## config.mk

```make
export PLATFORM = sky130hd
export DESIGN_NAME = register_file_flat
export DESIGN_NICKNAME = d
export VERILOG_FILES = /design/src/rtl/regfile_pkg.sv /design/src/rtl/register_file_if.sv /design/src/rtl/regfile_read_port.sv /design/src/rtl/register_file.sv /design/src/flat_wrapper.sv
export SDC_FILE = /design/constraint.sdc
export NUM_CORES = 2
export LEC_CHECK = 0
export CORE_ASPECT_RATIO = 0.5
export CORE_UTILIZATION = 55
export DETAILED_ROUTE_END_ITERATION = 12
export PLACE_DENSITY = 0.84
export SLEW_MARGIN = 10
export SYNTH_ARGS = -nofsm -noshare
export SYNTH_HDL_FRONTEND = slang
export SYNTH_HIERARCHICAL = 1
export SYNTH_SLANG_ARGS = --single-unit
```

## constraint.sdc

```tcl
create_clock -name clk -period 1.7 [get_ports clk]
set_input_delay 0.255 -clock clk [delete_from_list [all_inputs] [get_ports clk]]
set_output_delay 0.255 -clock clk [all_outputs]
set_load 0.005 [all_outputs]
```

## src/rtl/regfile_pkg.sv

```systemverilog
`default_nettype none
// +--------------------------------------------------------------------+
// | regfile_pkg : shared sizes, zero-register index and typedefs       |
// | Revision    : 1.0                                                  |
// +--------------------------------------------------------------------+
package regfile_pkg;

  localparam int DATA_W   = 32;
  localparam int ADDR_W   = 5;
  localparam int NUM_REGS = 32;

  typedef logic [ADDR_W-1:0] reg_addr_t;
  typedef logic [DATA_W-1:0] reg_data_t;

  localparam reg_addr_t ZERO_REG = 5'd0;

endpackage : regfile_pkg
`default_nettype wire

```

## src/rtl/register_file_if.sv

```systemverilog
`default_nettype none
// +--------------------------------------------------------------------+
// | register_file_if : read/write port bundle of the register file     |
// | Revision         : 1.0                                             |
// +--------------------------------------------------------------------+
interface register_file_if
  import regfile_pkg::*;
();

  reg_addr_t read1;
  reg_addr_t read2;
  reg_addr_t reg_write;
  reg_data_t wdata;
  logic      write;
  reg_data_t data1;
  reg_data_t data2;

  modport master (
    output read1, read2, reg_write, wdata, write,
    input  data1, data2
  );

  modport slave (
    input  read1, read2, reg_write, wdata, write,
    output data1, data2
  );

endinterface : register_file_if
`default_nettype wire

```

## src/rtl/regfile_read_port.sv

```systemverilog
`default_nettype none
// +--------------------------------------------------------------------+
// | regfile_read_port : async read mux, r0 forced to zero, optional    |
// | write-through bypass under REGFILE_WRITE_BYPASS_EN. Revision 1.0   |
// +--------------------------------------------------------------------+
module regfile_read_port
  import regfile_pkg::*;
(
  input  reg_data_t regs_i [NUM_REGS],
  input  reg_addr_t raddr_i,
`ifdef REGFILE_WRITE_BYPASS_EN
  input  reg_addr_t waddr_i,
  input  reg_data_t wdata_i,
  input  logic      we_i,
`endif
  output reg_data_t rdata_o
);

  reg_data_t w_rdata;

  always_comb begin
    w_rdata = regs_i[raddr_i];
`ifdef REGFILE_WRITE_BYPASS_EN
    // Forward the in-flight write so the reader sees it before the edge commits it.
    if (we_i && (waddr_i != ZERO_REG) && (raddr_i == waddr_i)) begin
      w_rdata = wdata_i;
    end
`endif
    if (raddr_i == ZERO_REG) begin
      w_rdata = '0;
    end
  end

  assign rdata_o = w_rdata;

endmodule : regfile_read_port
`default_nettype wire

```

## src/rtl/register_file.sv

```systemverilog
`default_nettype none
// +--------------------------------------------------------------------+
// | register_file : 32x32 MIPS GPR file, 2 async reads, 1 sync write;  |
// | bypass option REGFILE_WRITE_BYPASS_EN. Revision 1.0                |
// +--------------------------------------------------------------------+
module register_file
  import regfile_pkg::*;
#(
  parameter int DATA_W   = regfile_pkg::DATA_W,
  parameter int ADDR_W   = regfile_pkg::ADDR_W,
  parameter int NUM_REGS = regfile_pkg::NUM_REGS
) (
  input  wire logic          clk,
  input  wire logic          rst_n,
  register_file_if.slave     bus
);

  if (NUM_REGS != (2 ** ADDR_W)) begin : g_size_check
    $error("register_file: NUM_REGS must equal 2**ADDR_W");
  end

  logic [DATA_W-1:0] regs_q [NUM_REGS];
  logic [DATA_W-1:0] regs_d [NUM_REGS];

  for (genvar i = 0; i < NUM_REGS; i++) begin : g_reg
    // Index 0 never has a write enable, so it stays at its reset value of zero.
    logic w_we;
    assign w_we = bus.write && (i != 0) && (bus.reg_write == ADDR_W'(i));
    assign regs_d[i] = w_we ? bus.wdata : regs_q[i];

    always_ff @(posedge clk) begin
      if (!rst_n) begin
        regs_q[i] <= '0;
      end else begin
        regs_q[i] <= regs_d[i];
      end
    end
  end

  regfile_read_port u_rd1 (
    .regs_i  (regs_q),
    .raddr_i (bus.read1),
`ifdef REGFILE_WRITE_BYPASS_EN
    .waddr_i (bus.reg_write),
    .wdata_i (bus.wdata),
    .we_i    (bus.write),
`endif
    .rdata_o (bus.data1)
  );

  regfile_read_port u_rd2 (
    .regs_i  (regs_q),
    .raddr_i (bus.read2),
`ifdef REGFILE_WRITE_BYPASS_EN
    .waddr_i (bus.reg_write),
    .wdata_i (bus.wdata),
    .we_i    (bus.write),
`endif
    .rdata_o (bus.data2)
  );

endmodule : register_file
`default_nettype wire

```

## src/flat_wrapper.sv

```systemverilog
// flat-port wrapper written by rule: the top's interface ports become plain ports
module register_file_flat import regfile_pkg::*;
#(
  parameter int DATA_W   = regfile_pkg::DATA_W,
  parameter int ADDR_W   = regfile_pkg::ADDR_W,
  parameter int NUM_REGS = regfile_pkg::NUM_REGS
)
  (clk, rst_n, bus_read1, bus_read2, bus_reg_write, bus_wdata, bus_write, bus_data1, bus_data2);
  register_file_if bus_i ();
  input  wire logic clk;
  input  wire logic rst_n;
  input wire logic [$bits(bus_i.read1)-1:0] bus_read1;
  input wire logic [$bits(bus_i.read2)-1:0] bus_read2;
  input wire logic [$bits(bus_i.reg_write)-1:0] bus_reg_write;
  input wire logic [$bits(bus_i.wdata)-1:0] bus_wdata;
  input wire logic [$bits(bus_i.write)-1:0] bus_write;
  output wire logic [$bits(bus_i.data1)-1:0] bus_data1;
  output wire logic [$bits(bus_i.data2)-1:0] bus_data2;
  assign bus_i.read1 = bus_read1;
  assign bus_i.read2 = bus_read2;
  assign bus_i.reg_write = bus_reg_write;
  assign bus_i.wdata = bus_wdata;
  assign bus_i.write = bus_write;
  assign bus_data1 = bus_i.data1;
  assign bus_data2 = bus_i.data2;
  register_file #(.DATA_W(DATA_W), .ADDR_W(ADDR_W), .NUM_REGS(NUM_REGS)) u_core (.clk(clk), .rst_n(rst_n), .bus(bus_i));
endmodule
```

======== Word level (Yosys, flattened, before mapping) ========
Index checks and enable logic that the tools add are counted.
storage, ports and cells
  register bits ........................... 992
  output and inout port bits .............. 64
  word-level logic and storage cells ...... 107
cells by class
  order comparisons ....................... 2
  equality and inequality tests ........... 31
  multiplexer cells ....................... 8
  bitwise logic cells ..................... 2
  reductions and logical operators ........ 33
operators by type and width
  kind                                                                    number
  32-bit binary-select mux with 5-bit select                              2
  32-bit two-way mux                                                      6
  5-bit equality test (second input constant)                             16
  5-bit by 4-bit equality test with 1-bit output (second input constant)  8
  1-bit logical AND                                                       31
  5-bit by 3-bit equality test with 1-bit output (second input constant)  4
  6-bit greater-or-equal comparator (second input constant)               2
  5-bit NOT with 6-bit output                                             2
  5-bit by 2-bit equality test with 1-bit output (second input constant)  2
  5-bit logical NOT                                                       2
  5-bit by 1-bit equality test with 1-bit output (second input constant)  1

======== Depth between registers and ports, before layout ========
  depth after elaboration ................. 5
  depth in mapped cells ................... 7

======== By module ========
The synthesis kept the hierarchy.
by module, submodules not included
  module             instances  cells an instance  area an instance (um2)
  register_file      1          3,369              35,192.5
  regfile_read_port  2          664                8,368.0

======== Least setup slack after synthesis ========
No wires, ideal clock.
  path type ............................... input port to output port
  start point ............................. in bus_read1[0]
  end point ............................... out bus_data1[5]
  data arrival time ....................... 1.552 ns
  required time ........................... 1.445 ns
  path slack .............................. -0.107 ns
  stages .................................. 5
  cells stage by stage .................... buf_4 > buf_2 > mux4_2 > a211oi_1 > a311oi_2
on the way
  cells in the longest elaborated chain, start to end .. 5
ends and longest elaborated chain
  item                                                    line                     text
  start, declared                                         flat_wrapper.sv:12       input wire logic [$bits(bus_i.read1)-1:0] bus_read1;
  5-bit NOT with 6-bit output (not written as such)       regfile_read_port.sv:22  w_rdata = regs_i[raddr_i];
  32-bit binary-select mux with 5-bit select              regfile_read_port.sv:22
  32-bit two-way mux (not written as such) (2 in series)  regfile_read_port.sv:22
  32-bit two-way mux (*)                                  regfile_read_port.sv:29  if (raddr_i == ZERO_REG) begin
  end, declared                                           flat_wrapper.sv:17       output wire logic [$bits(bus_i.data1)-1:0] bus_data1;
Every way passes the cells marked *; elsewhere a longest branch is shown, timed or not. The select of a mux whose other input is x is not followed.

======== Final worst setup path ========
  start point ............................. reg u_core/regs_q[962] (netlist name)
  end point ............................... out bus_data2[2]
on the way
  cells in the longest elaborated chain, start to end .. 4
ends and longest elaborated chain
  item                                                    line                     text
  start, declared                                         register_file.sv:22      logic [DATA_W-1:0] regs_q [NUM_REGS];
  start signal, assigned by index                         register_file.sv:35      regs_q[i] <= regs_d[i];
  32-bit binary-select mux with 5-bit select              regfile_read_port.sv:22
  32-bit two-way mux (not written as such) (2 in series)  regfile_read_port.sv:22
  32-bit two-way mux                                      regfile_read_port.sv:29
  end, declared                                           flat_wrapper.sv:18       output wire logic [$bits(bus_i.data2)-1:0] bus_data2;
Every way passes these cells. The select of a mux whose other input is x is not followed.

==> reports/results.ini <==
[placed_design]
half_perimeter_wire_length_after_placement_mm=117
placement.io_buffers=113
place.gp.congestion=0.939

[drt]
drt-total-wl_mm=204
vias_per_cell=7.25
drt_first_iter_violations=8159
post_route_ant_nets=0
drt-pass1-iter-count=9
wl_per_cell_um=32.2
drt_drc_violations_left=0
detailroute.via_count=45909

[final_layout]
flow.area_growth_from_synthesis_pct=23.5
largest_register=u_core/regs_q
largest_reg_flops=992
finish.net_count=5057
final_layout_size_suffix_gt1_share_pct=34.9
reg.largest.list=u_core/regs_q: 992 flops

[critical_path]
timing.critical_path.required_ps=1440
path_buf_inv=2
reg2reg_depth=2
worst-setup-path-type=register to output port
startpoint=u_core/regs_q[962]$_SDFFE_PN0P_
crit-reg2reg-capture=u_core/regs_q[414]$_SDFFE_PN0P_
largest_delay_contributor_family_on_the_critical_path=compound AO/OA/AOI/OAI gates
crit_arrival_ps=2440
regToRegStartpoint=u_core/regs_q[414]$_SDFFE_PN0P_
crit_path_end_kind=output port
logic_depth_of_the_worst_path_buffers_included=6
critical_path.startpoint_type=register
worstPathCellList=buf_4 -> mux4_2 -> nor2b_1 -> a211oi_2 -> a311oi_4 -> buf_2
worstPathMaxFanout=2
setup.reg_to_reg.worst_slack_ps=760
timing.critical_path.to=bus_data2[2]
critical-path-max-stage-delay_ps=500
critical_path.slowest_cell=a311oi_4

[global_routing]
groute.layer.met2.usage_pct=59.6
grt_use_total_pct=40.3
grt_antenna_before_repair=8
first_global_vias=46391
globalRouteMet1Util_pct=47.7
gr-total-overflow=0
grt_start_max_net_pins=73
grt_pass1_wl_mm=290
globalRoute.busiestLayer=met2
grt_use_met3_pct=15.3

[sta]
worstMarginPinSlew_ps=1050
final_max_slew_viol_count=0
setup_viol=64
hold_violations=0
rsz_0062_raised_after_global_routing=true
finalCriticalPeriod_ps=2690
final_min_period_over_clock_period_pct=158
final_critical_path_setup_slack_ps=-991
fin_worst_skew_ps=0
setup_tns_ps=-52230
maxClockFrequency_ghz=0.372
max-slew-margin-rel_pct=29.7
hold_ws_ps=370

[clock_tree]
cts_buffers=90
buffers_from_clock_root_to_sink_at_most=3
clk_latency_ps=710
clock_tree.root_cell=clkbuf_16
cts.clk_slew.worst_paths_ps=70
clock_tree_from_tritoncts=built
cts-htree-levels=3
cts.sink_count=992

[synth]
netlist-cell-type-count=38
synth_edf_count=0
synth_top_flop_cell=dfxtp_1
mappedNetlistArea_um2=51900
ys_seq_elements=992
postSynth.asyncResetShare_pct=0
synthesis.area_per_instance_um2=11.1
synth_cells=4697
yosysSeqAreaShare_pct=38.2
ys.warnings.count=6

[die]
fp-row-count=79
initial_cell_density_of_the_core_pct=55.7
fp.dieW_um=437
dieArea_um2=95700
core_area_um2=93200
io-pin-count=114
die_outline_height_um=219

[power_and_ir_drop]
p_leak_nw=26.5
vdd.ir_drop.worst_mv=0.933
power_density_nw_per_um2=815

[flow_run]
maxCapViolations=0

[hold_path]
worst_hold_path_type=input port to register

[run_status]
run_status=complete, but fails checks
violations=setup timing

## per-layer routing
metal | up-vias | wire length [um]
li1 | 17679 | -
met1 | 22076 | 67200
met2 | 4455 | 84500
met3 | 1689 | 33100
met4 | 10 | 19400
met5 | - | 65
## worst reg2reg max path: stages, from the launching register on
cell and delay, ps:
dfxtp_1 460, nand2_1 100, mux2i_1 270
## cell type report
| type | instances | area [um^2] |
|---|---|---|
| well taps | 1255 | 1570 |
| diodes | 3 | 7.51 |
| fillers | 5411 | 29100 |
| repair buffers | 670 | 7440 |
| multi-input cells | 3251 | 31900 |
| inverters | 2 | 10.0 |
| flip-flops and latches | 992 | 20100 |
| clock inverters | 36 | 498 |
| clock buffers | 126 | 2600 |
## cell usage in the layout, fill, tap and decap left out, types with 53 or more instances in the layout
cell / n
conb_1: 64
clkbuf_16: 91
o21ai_2: 53
mux2i_1: 1113
dfxtp_2: 154
buf_2: 60
mux4_2: 448
nand2_1: 1057
dfxtp_1: 838
buf_12: 186
buf_4: 358
## cell usage after synthesis (16+ instances only)
cell,count,area [um^2]
a211oi_1,64,480
a221oi_1,48,420
a22oi_1,64,480
a311oi_1,60,526
buf_1,17,63.8
buf_2,161,806
buf_4,40,300
buf_6,38,428
clkbuf_1,253,950
dfxtp_1,992,19900
mux2_2,64,721
mux2i_1,1120,11200
mux4_2,448,10100
nand2_1,1068,4010
nor2_1,19,71.3
nor2b_1,68,425
o2111ai_1,16,140
o21ai_1,106,531
## worst min-delay path by stage
stage / from / end / slack, ps / cells after the start
6_report: bus_wdata[0] / u_core/regs_q[352]$_SDFFE_PN0P_ / 370 / 4
3_5_place_dp: u_core/regs_q[173]$_SDFFE_PN0P_ / u_core/regs_q[173]$_SDFFE_PN0P_ / 460 / 2
5_1_grt: bus_wdata[30] / u_core/regs_q[830]$_SDFFE_PN0P_ / 400 / 4
4_1_cts: bus_wdata[6] / u_core/regs_q[870]$_SDFFE_PN0P_ / 360 / 4
3_3_place_gp: u_core/regs_q[73]$_SDFFE_PN0P_ / u_core/regs_q[73]$_SDFFE_PN0P_ / 450 / 2
2_1_floorplan: u_core/regs_q[100]$_SDFFE_PN0P_ / u_core/regs_q[100]$_SDFFE_PN0P_ / 440 / 2
## per-stage QoR
step | cell area, um^2 | power, W | utilization [%] | std cells | setup slack (ps)
6_report | 64100 | 0.0522 | 68.8 | 6335 | -991
4_1_cts | 63400 | 0.0512 | 68.1 | 6320 | -925
3_3_place_gp | 59200 | 0.0296 | 63.5 | 6182 | -1270
3_5_place_dp | 59200 | 0.0297 | 63.5 | 6182 | -1270
5_1_grt | 64100 | 0.0531 | 68.8 | 6332 | -952
2_1_floorplan | 52500 | 0.0271 | - | 4760 | -2.55
## power by group
part	switching, W	internal [W]
combinational	0.00382	0.00261
clock	0.0100	0.0123
sequential	0.000143	0.0234
## logic make-up after synthesis
kind of cell / count (synthesis) / share of synthesized area (%)
multiplexers: 1632 / 42.4
AND/OR/NAND/NOR: 1183 / 9.11
flip-flops: 992 / 38.2
other: 1 / 0.00722
AO/OA/AOI/OAI: 368 / 5.15
buffers and inverters: 521 / 5.08
## what timing repair did
action / CTS / global route
resized for setup: 650 / 152
setup endpoints to repair: 64 / 64
endpoints found under the hold margin: 10 / 0
cloned: 4 / 0
hold buffers: 1 / 0
setup buffers: 10 / 12
pin swaps: 123 / 77
(Power assumes the default switching activity.)
